--- config.mk ---
export PLATFORM = sky130hd
export DESIGN_NAME = e203_thread_sched
export DESIGN_NICKNAME = d
export VERILOG_FILES = /design/src/rtl/e203_thread_sched.sv
export SDC_FILE = /design/constraint.sdc
export NUM_CORES = 1
export LEC_CHECK = 0
export CAP_MARGIN = 20
export CORE_MARGIN = 4
export CORE_UTILIZATION = 57
export CTS_CLUSTER_DIAMETER = 50
export CTS_CLUSTER_SIZE = 12
export DETAILED_ROUTE_END_ITERATION = 16
export MAX_ROUTING_LAYER = met4
export PLACE_DENSITY = 0.84
export SYNTH_ARGS = -nofsm -noshare
export SYNTH_HDL_FRONTEND = slang
export SYNTH_SLANG_ARGS = --single-unit
--- constraint.sdc ---
create_clock -name clk -period 7.5 [get_ports clk]
set_input_delay 1.5 -clock clk [delete_from_list [all_inputs] [get_ports clk]]
set_output_delay 1.5 -clock clk [all_outputs]
set_load 0.02 [all_outputs]
--- src/rtl/e203_thread_sched.sv ---
// e203_thread_sched: hardware thread scheduler for the multithreaded E203 core.
// Picks the active hardware thread round-robin, decides when to switch (slice
// expiry, long-latency stall, or retirement of the current thread), and
// sequences the switch with the IFU through a req/ack drain handshake.
module e203_thread_sched #(
    parameter int THREADS_NUM = 2,
    parameter int SLICE_W     = 10,
    parameter int MIN_RES     = 4
) (
    input  logic                   clk,
    input  logic                   rst,
    input  logic [THREADS_NUM-1:0] thread_valid,
    input  logic [THREADS_NUM-1:0] thread_wait,
    input  logic                   long_inst,
    input  logic                   bjp,
    input  logic                   ifetch_wait,
    input  logic [SLICE_W-1:0]     slice_cfg,
    input  logic                   switch_ack,
    output logic                   switch_req,
    output logic                   switch_en,
    output logic [THREADS_NUM-1:0] thread_sel,
    output logic [THREADS_NUM-1:0] thread_sel_next,
    output logic [1:0]             cur_tid
);

    typedef enum logic {
        ST_RUN   = 1'b0,
        ST_DRAIN = 1'b1
    } state_e;

    state_e             state_q, state_d;
    logic [1:0]         cur_tid_q, cur_tid_d;
    logic [1:0]         target_q, target_d;
    logic [SLICE_W-1:0] slice_cnt_q, slice_cnt_d;
    logic [SLICE_W-1:0] res_cnt_q, res_cnt_d;

    // Per-thread status widened to the 4-thread maximum so a 2-bit thread
    // index can address it for any THREADS_NUM.
    logic [3:0] valid_ext;
    logic [3:0] wait_ext;
    logic [3:0] cand;

    logic       rr_found;
    logic [1:0] rr_pick;
    logic [2:0] rr_idx;

    logic       slice_hit;
    logic       stall_hit;
    logic       retire_hit;
    logic       trigger;
    logic       target_ok;
    logic       eff_found;
    logic [1:0] eff_target;

    // Switch candidates: enabled, not blocked, and not the running thread.
    always_comb begin
        // NOTE: every signal driven here gets a default first, so no path
        // leaves it unassigned and no latch is inferred.
        valid_ext = '0;
        wait_ext  = '0;
        for (int t = 0; t < THREADS_NUM; t++) begin
            valid_ext[t] = thread_valid[t];
            wait_ext[t]  = thread_wait[t];
        end
        cand            = valid_ext & ~wait_ext;
        cand[cur_tid_q] = 1'b0;
    end

    // Round-robin pick: first candidate at cur+1, cur+2, ... modulo THREADS_NUM.
    always_comb begin
        rr_found = 1'b0;
        rr_pick  = cur_tid_q;
        rr_idx   = '0;
        for (int k = 1; k < THREADS_NUM; k++) begin
            rr_idx = {1'b0, cur_tid_q} + 3'(k);
            if (rr_idx >= 3'(THREADS_NUM)) begin
                rr_idx = rr_idx - 3'(THREADS_NUM);
            end
            if (!rr_found && cand[rr_idx[1:0]]) begin
                rr_found = 1'b1;
                rr_pick  = rr_idx[1:0];
            end
        end
    end

    // Switch triggers evaluated against the live slice_cfg (no latching) and
    // the effective drain target, re-picked if the latched one dropped out.
    always_comb begin
        slice_hit  = (slice_cfg != '0) && (slice_cnt_q >= (slice_cfg - SLICE_W'(1)));
        stall_hit  = (long_inst | wait_ext[cur_tid_q]) && (res_cnt_q >= SLICE_W'(MIN_RES));
        retire_hit = ~valid_ext[cur_tid_q];
        trigger    = rr_found && (slice_hit || stall_hit || retire_hit);
        target_ok  = cand[target_q];
        eff_found  = target_ok || rr_found;
        eff_target = target_ok ? target_q : rr_pick;
    end

    // Next-state logic: RUN counts and watches for a trigger, DRAIN waits for
    // the IFU handshake and commits the switch in the same cycle as the ack.
    always_comb begin
        state_d     = state_q;
        cur_tid_d   = cur_tid_q;
        target_d    = target_q;
        slice_cnt_d = slice_cnt_q;
        res_cnt_d   = res_cnt_q;
        switch_en   = 1'b0;
        case (state_q)
            ST_RUN: begin
                slice_cnt_d = (&slice_cnt_q) ? slice_cnt_q : slice_cnt_q + SLICE_W'(1);
                res_cnt_d   = (&res_cnt_q) ? res_cnt_q : res_cnt_q + SLICE_W'(1);
                if (trigger) begin
                    state_d  = ST_DRAIN;
                    target_d = rr_pick;
                end
            end
            ST_DRAIN: begin
                if (!eff_found) begin
                    // Nobody left to switch to: abandon, keep counters so the
                    // trigger can fire again once a candidate reappears.
                    state_d = ST_RUN;
                end else begin
                    target_d = eff_target;
                    if (switch_ack && !bjp && !ifetch_wait) begin
                        switch_en   = 1'b1;
                        cur_tid_d   = eff_target;
                        slice_cnt_d = '0;
                        res_cnt_d   = '0;
                        state_d     = ST_RUN;
                    end
                end
            end
            default: begin
                state_d = ST_RUN;
            end
        endcase
    end

    // State and counter registers with synchronous reset to thread 0 / RUN.
    always_ff @(posedge clk) begin
        // NOTE: sequential state uses non-blocking assignments so every flop
        // samples pre-edge values regardless of statement order.
        if (rst) begin
            state_q     <= ST_RUN;
            cur_tid_q   <= '0;
            target_q    <= '0;
            slice_cnt_q <= '0;
            res_cnt_q   <= '0;
        end else begin
            state_q     <= state_d;
            cur_tid_q   <= cur_tid_d;
            target_q    <= target_d;
            slice_cnt_q <= slice_cnt_d;
            res_cnt_q   <= res_cnt_d;
        end
    end

    // One-hot select derived from the binary index, so it is one-hot by construction.
    always_comb begin
        thread_sel      = '0;
        thread_sel_next = '0;
        for (int t = 0; t < THREADS_NUM; t++) begin
            thread_sel[t]      = (cur_tid_q == 2'(t));
            thread_sel_next[t] = (cur_tid_d == 2'(t));
        end
    end

    assign switch_req = (state_q == ST_DRAIN);
    assign cur_tid    = cur_tid_q;

endmodule
Word-level counts from Yosys, hierarchy flattened:

Index checks and enable logic that the tools add are counted.

* eq/ne operators: 7
* multiplexer cells: 33
* reductions and logical operators: 19
* order comparisons: 7
* bitwise logic cells: 7
* add/subtract/negate cells: 5

Operator list (count)
* $mux W10: 4
* $pmux W10 S2: 2
* $add A10 B1 Y10 const B: 2
* $reduce_and A10 Y1: 2
* $mux W2: 8
* $mux W1: 12
* $ge A10 B10 Y1: 1
* $ge A10 B3 Y1 const B: 1
* $reduce_bool A10 Y1: 1
* $sub A10 B1 Y10 const B: 1
* $lt A2 B3 Y1 const B: 3
* $bmux W1 S2: 4
* $logic_and A1 B1 Y1: 6
* $ne A2 B2 Y1 const B: 3
* $reduce_and A3 Y1: 2
* $and A2 B4 Y4: 1
* $and A4 B4 Y4: 1
* $eq A2 B1 Y1 const B: 2
* $logic_not A2 Y1: 2
* $ne A2 B1 Y1 const B: 2
* $not A2 Y4: 1
* $not A4 Y4: 1
* $pmux W2 S2: 1
* $add A2 B1 Y3 const B: 1
* 10 further kinds: 14

* input bits: 20
* output and inout port bits: 8
* register bits after elaboration: 25

Depth between registers and ports, before layout:

* depth after elaboration: 14
* mapped depth: 12
* mapped depth without buffers: 12

Least setup slack after synthesis:

Ideal clock, no wire load.

* path kind: in2out
* start point: input thread_wait[0]
* end point: output thread_sel_next[0]
* buffers on the path: 1
* cell stages on the path: 7
* path slack: 2.951 ns
* data arrival time: 3.049 ns
* path through: nand2b_1 -> or4_4 -> a31oi_4 -> buf_6 -> nor2_1 -> a21oi_2 -> a21boi_1

* word-level cells in the longest chain between the ends: 11
* elaborated cells on any way between the ends: 15

Ends and longest elaborated chain
* from (decl): line 13 `input logic [THREADS_NUM-1:0] thread_wait,`
* $not A2 Y4 *: line 65 `cand = valid_ext & ~wait_ext;`
* $and A2 B4 Y4 *: line 65
* $and A4 B4 Y4 (no source line) *
* $bmux W1 S2: line 79 `if (!rr_found && cand[rr_idx[1:0]]) begin`
* $mux W1 (not written as such): line 79
* $mux W2: line 79
* $mux W2: line 95 `eff_target = target_ok ? target_q : rr_pick;`
* $mux W2: line 123 `if (switch_ack && !bjp && !ifetch_wait) begin`
* $mux W2 *: line 117 `if (!eff_found) begin`
* $mux W2 *: line 107 `case (state_q)`
* $logic_not A2 Y1 *: line 163 `thread_sel_next[t] = (cur_tid_d == 2'(t));`
* to (decl): line 22 `output logic [THREADS_NUM-1:0] thread_sel_next,`

Mark *: on every way between the ends. The rest lies on a longest branch, timed or not. The select of a mux whose other input is x is not followed.

Worst setup path after layout:

Same ends and word-level chain as after synthesis.

==> flow_summary.yaml <==
timing:
  min_period_ps: 5686
  rsz0062_at_grt: "no"
  tightest_slew_ps: 972.3
  setup_tns_ps: 0
  relSlewSlack: 0.3488
  finalHoldViolations: 0
  setup_violations: 0
  fin_skew_ps: 7.103
  finalCritPeriodShare: 0.7582
  slew_violations: 0
  fmax_ghz: 0.1759
drt:
  vias_per_cell: 6.174
  antenna_left: 0
  drt-initial-drc-count: 79
  wl_um: 3937
  wl_per_cell_um: 15.20
  dr.pass1.iters: 4
  route.detailed.drc: 0
  vias: 1599
finish:
  seq_area_um2: 500.5
  area_delta_synth_final_pct: 16.51
  multi_input_area_um2: 1129
  n_antenna_cell: 0
  drive_above_1_share: 0.07018
  fin_nets: 263
  final_cells: 259
  fill_cells: 225
clocking:
  ctsResizeCount: 0
  cts_buffers: 3
  cts_htree_levels: 1
  insertion_delay_ps: 320
  cts.path.max_buffers: 2
  cts-root-buf: "clkbuf_4"
  post_cts_buffers: 0
  cts_hold_buf: 0
  clk_pin_slew_ps: 130
  cts_sinks: 25
  tritoncts: "yes"
worst_hold_path:
  hold_start: "target_q[0]"
  min_to: "target_q[0]"
  hold_path_class: "reg2reg"
  worst_hold_path.num_cells: 2
grt:
  grt_pass1_wl_um: 6734
  grt_overflow: 0
  grt_pass1_vias: 1608
  antenna_found_initial: 0
  grt_max_degree: 24
  grt_usage: 0.2111
die:
  dieArea_um2: 3977
  initial_utilization: 0.6108
  dieWidth_um: 63.06
  io_pins: 28
  die_height_um: 63.06
  core-area_um2: 2829
  num_rows: 19
synth:
  synthArstFlopShare: 0
  syn_avg_cell_area_um2: 8.429
  yosysUniqueCellTypes: 43
  syn-instance-count: 205
  yosys-top-cells-area: "dfxtp_1, ha_1, xor2_1, nor2_1, inv_1"
  synth-main-ff-cell: "dfxtp_1"
  synth_edf_count: 0
  ys_seq_area_frac: 0.2896
  synth_top_area_frac: 0.2896
  ys_ff_latch: 25
  synth.yosys.warnings: 0
  yosys.area.top_type: "dfxtp_1"
  synth_area_um2: 1728
  syn_nets: 239
setup_path:
  cp.arrival_ps: 4190
  path_class: "in2out"
  start_kind: "input port"
  r2r_cells: 5
  r2r-start: "cur_tid[0]"
  reg2reg_slack_ps: 5140
  r2r_end: "res_cnt_q[7]"
  worstPathRequired_ps: 6000
  cp_max_fo: 23
  end_kind: "primary output"
pwr:
  p_per_area_nw_per_um2: 122.5
  total_power_w: 0.0002466
  p_leak_nw: 0.7630
  ir_drop_uv: 127.4
placed_design:
  dp_cells: 255
  portBuffers: 27
  gp_congestion: 0.9196
  dp_hpwl_um: 3155
job:
  max-cap-violations: 0
status:
  outcome: "complete, no violations"
metal layers:
layer,track usage,wire length (um),share of wire
met1,0.2380,1784,0.45
met2,0.3689,1934,0.49
met3,0.04973,165,0.042
met4,0.06336,53,0.013
met5,-,0,0
per-stage QoR:
stage | area (um^2) | setup WS [ps] | util | hold slack (ps)
after floorplan | 1728 | 2951 | - | 464.6
after global placement | 1983 | 1898 | 0.7010 | 486.2
after detailed placement | 1983 | 1847 | 0.7010 | 497.9
after CTS | 2013 | 1821 | 0.7116 | 516.3
after global routing | 2013 | 1691 | 0.7116 | 555.6
final | 2013 | 1814 | 0.7116 | 523.2
worst max-delay path by stage:
stage	start	endpoint	slack (ps)	cells after the start
finish	thread_wait[0]	thread_sel_next[0]	1810	8
global route	thread_wait[0]	thread_sel_next[0]	1690	8
CTS	thread_wait[0]	thread_sel_next[0]	1820	8
detailed placement	thread_wait[0]	thread_sel_next[0]	1850	8
global placement	thread_wait[0]	thread_sel_next[0]	1900	8
floorplan	thread_wait[0]	thread_sel_next[0]	2950	7
state kept, by name, indices dropped and copies added, names as in the netlist:
| name | flops |
|---|---|
| cur_tid | 2 |
| res_cnt_q | 10 |
| switch_req | 1 |
| target_q | 2 |
| slice_cnt_q | 10 |
final cells by class:
cell class | count | share of cell area
Multi-Input combinational cell | 160 | 0.5606
Sequential cell | 25 | 0.2486
Timing Repair Buffer | 27 | 0.1342
Inverter | 12 | 0.02237
Tap cell | 31 | 0.01927
Clock buffer | 3 | 0.01119
Clock inverter | 1 | 0.003729
power by group:
group          leakage (nW)  switching (W)  internal, W  total [W]
clock                0.0139      0.0000410    0.0000204  0.0000614
combinational         0.546      0.0000215    0.0000222  0.0000436
sequential            0.203     0.00000491     0.000137   0.000142
critical path, cell delays in order:
cell	delay (ps)
clkdlybuf4s50_1	440
nand2b_1	180
or4_4	450
a31oi_4	550
nor2_1	120
a21oi_2	170
a21boi_1	170
clkdlybuf4s50_1	610
placed cells by master, fill, tap and decap left out, types with 3 or more instances in the layout:
cell	n
o2111ai_1	5
inv_1	12
nor2_2	4
nand3_1	5
dfxtp_1	25
or4_1	3
nor3_1	7
nor2_1	28
clkbuf_4	3
a31oi_1	4
nor3b_1	3
clkdlybuf4s50_1	27
xnor2_1	5
nand2b_1	3
or3_1	4
a21oi_1	7
o211ai_1	5
nand2_1	5
and3_1	5
ha_1	14
o21ai_1	5
a211oi_1	4
xor2_1	18
Yosys cell counts (2+ instances only):
cell type,n
nor2_1,28
dfxtp_1,25
xor2_1,18
ha_1,14
inv_1,12
a21oi_1,7
nor3_1,7
and3_1,5
nand2_1,5
nand3_1,5
o2111ai_1,5
o211ai_1,5
o21ai_1,5
xnor2_1,5
a211oi_1,4
a31oi_1,4
clkbuf_1,4
nor2_2,4
or3_1,4
buf_6,3
nand2b_1,3
nor3b_1,3
or4_1,3
a21oi_2,2
a41oi_1,2
and4_1,2
mux2_2,2
nand4_1,2
nor4_1,2
o21ai_0,2
kinds of logic after synthesis:
| logic type | Yosys count | share of synthesized area |
|---|---|---|
| simple gates | 80 | 0.2513 |
| fa+ha+maj | 14 | 0.1014 |
| flops | 25 | 0.2896 |
| xor+xnor | 23 | 0.1166 |
| compound gates | 41 | 0.1709 |
| mux | 2 | 0.01303 |
| buf+inv | 20 | 0.05720 |
(Power assumes the default switching activity.)
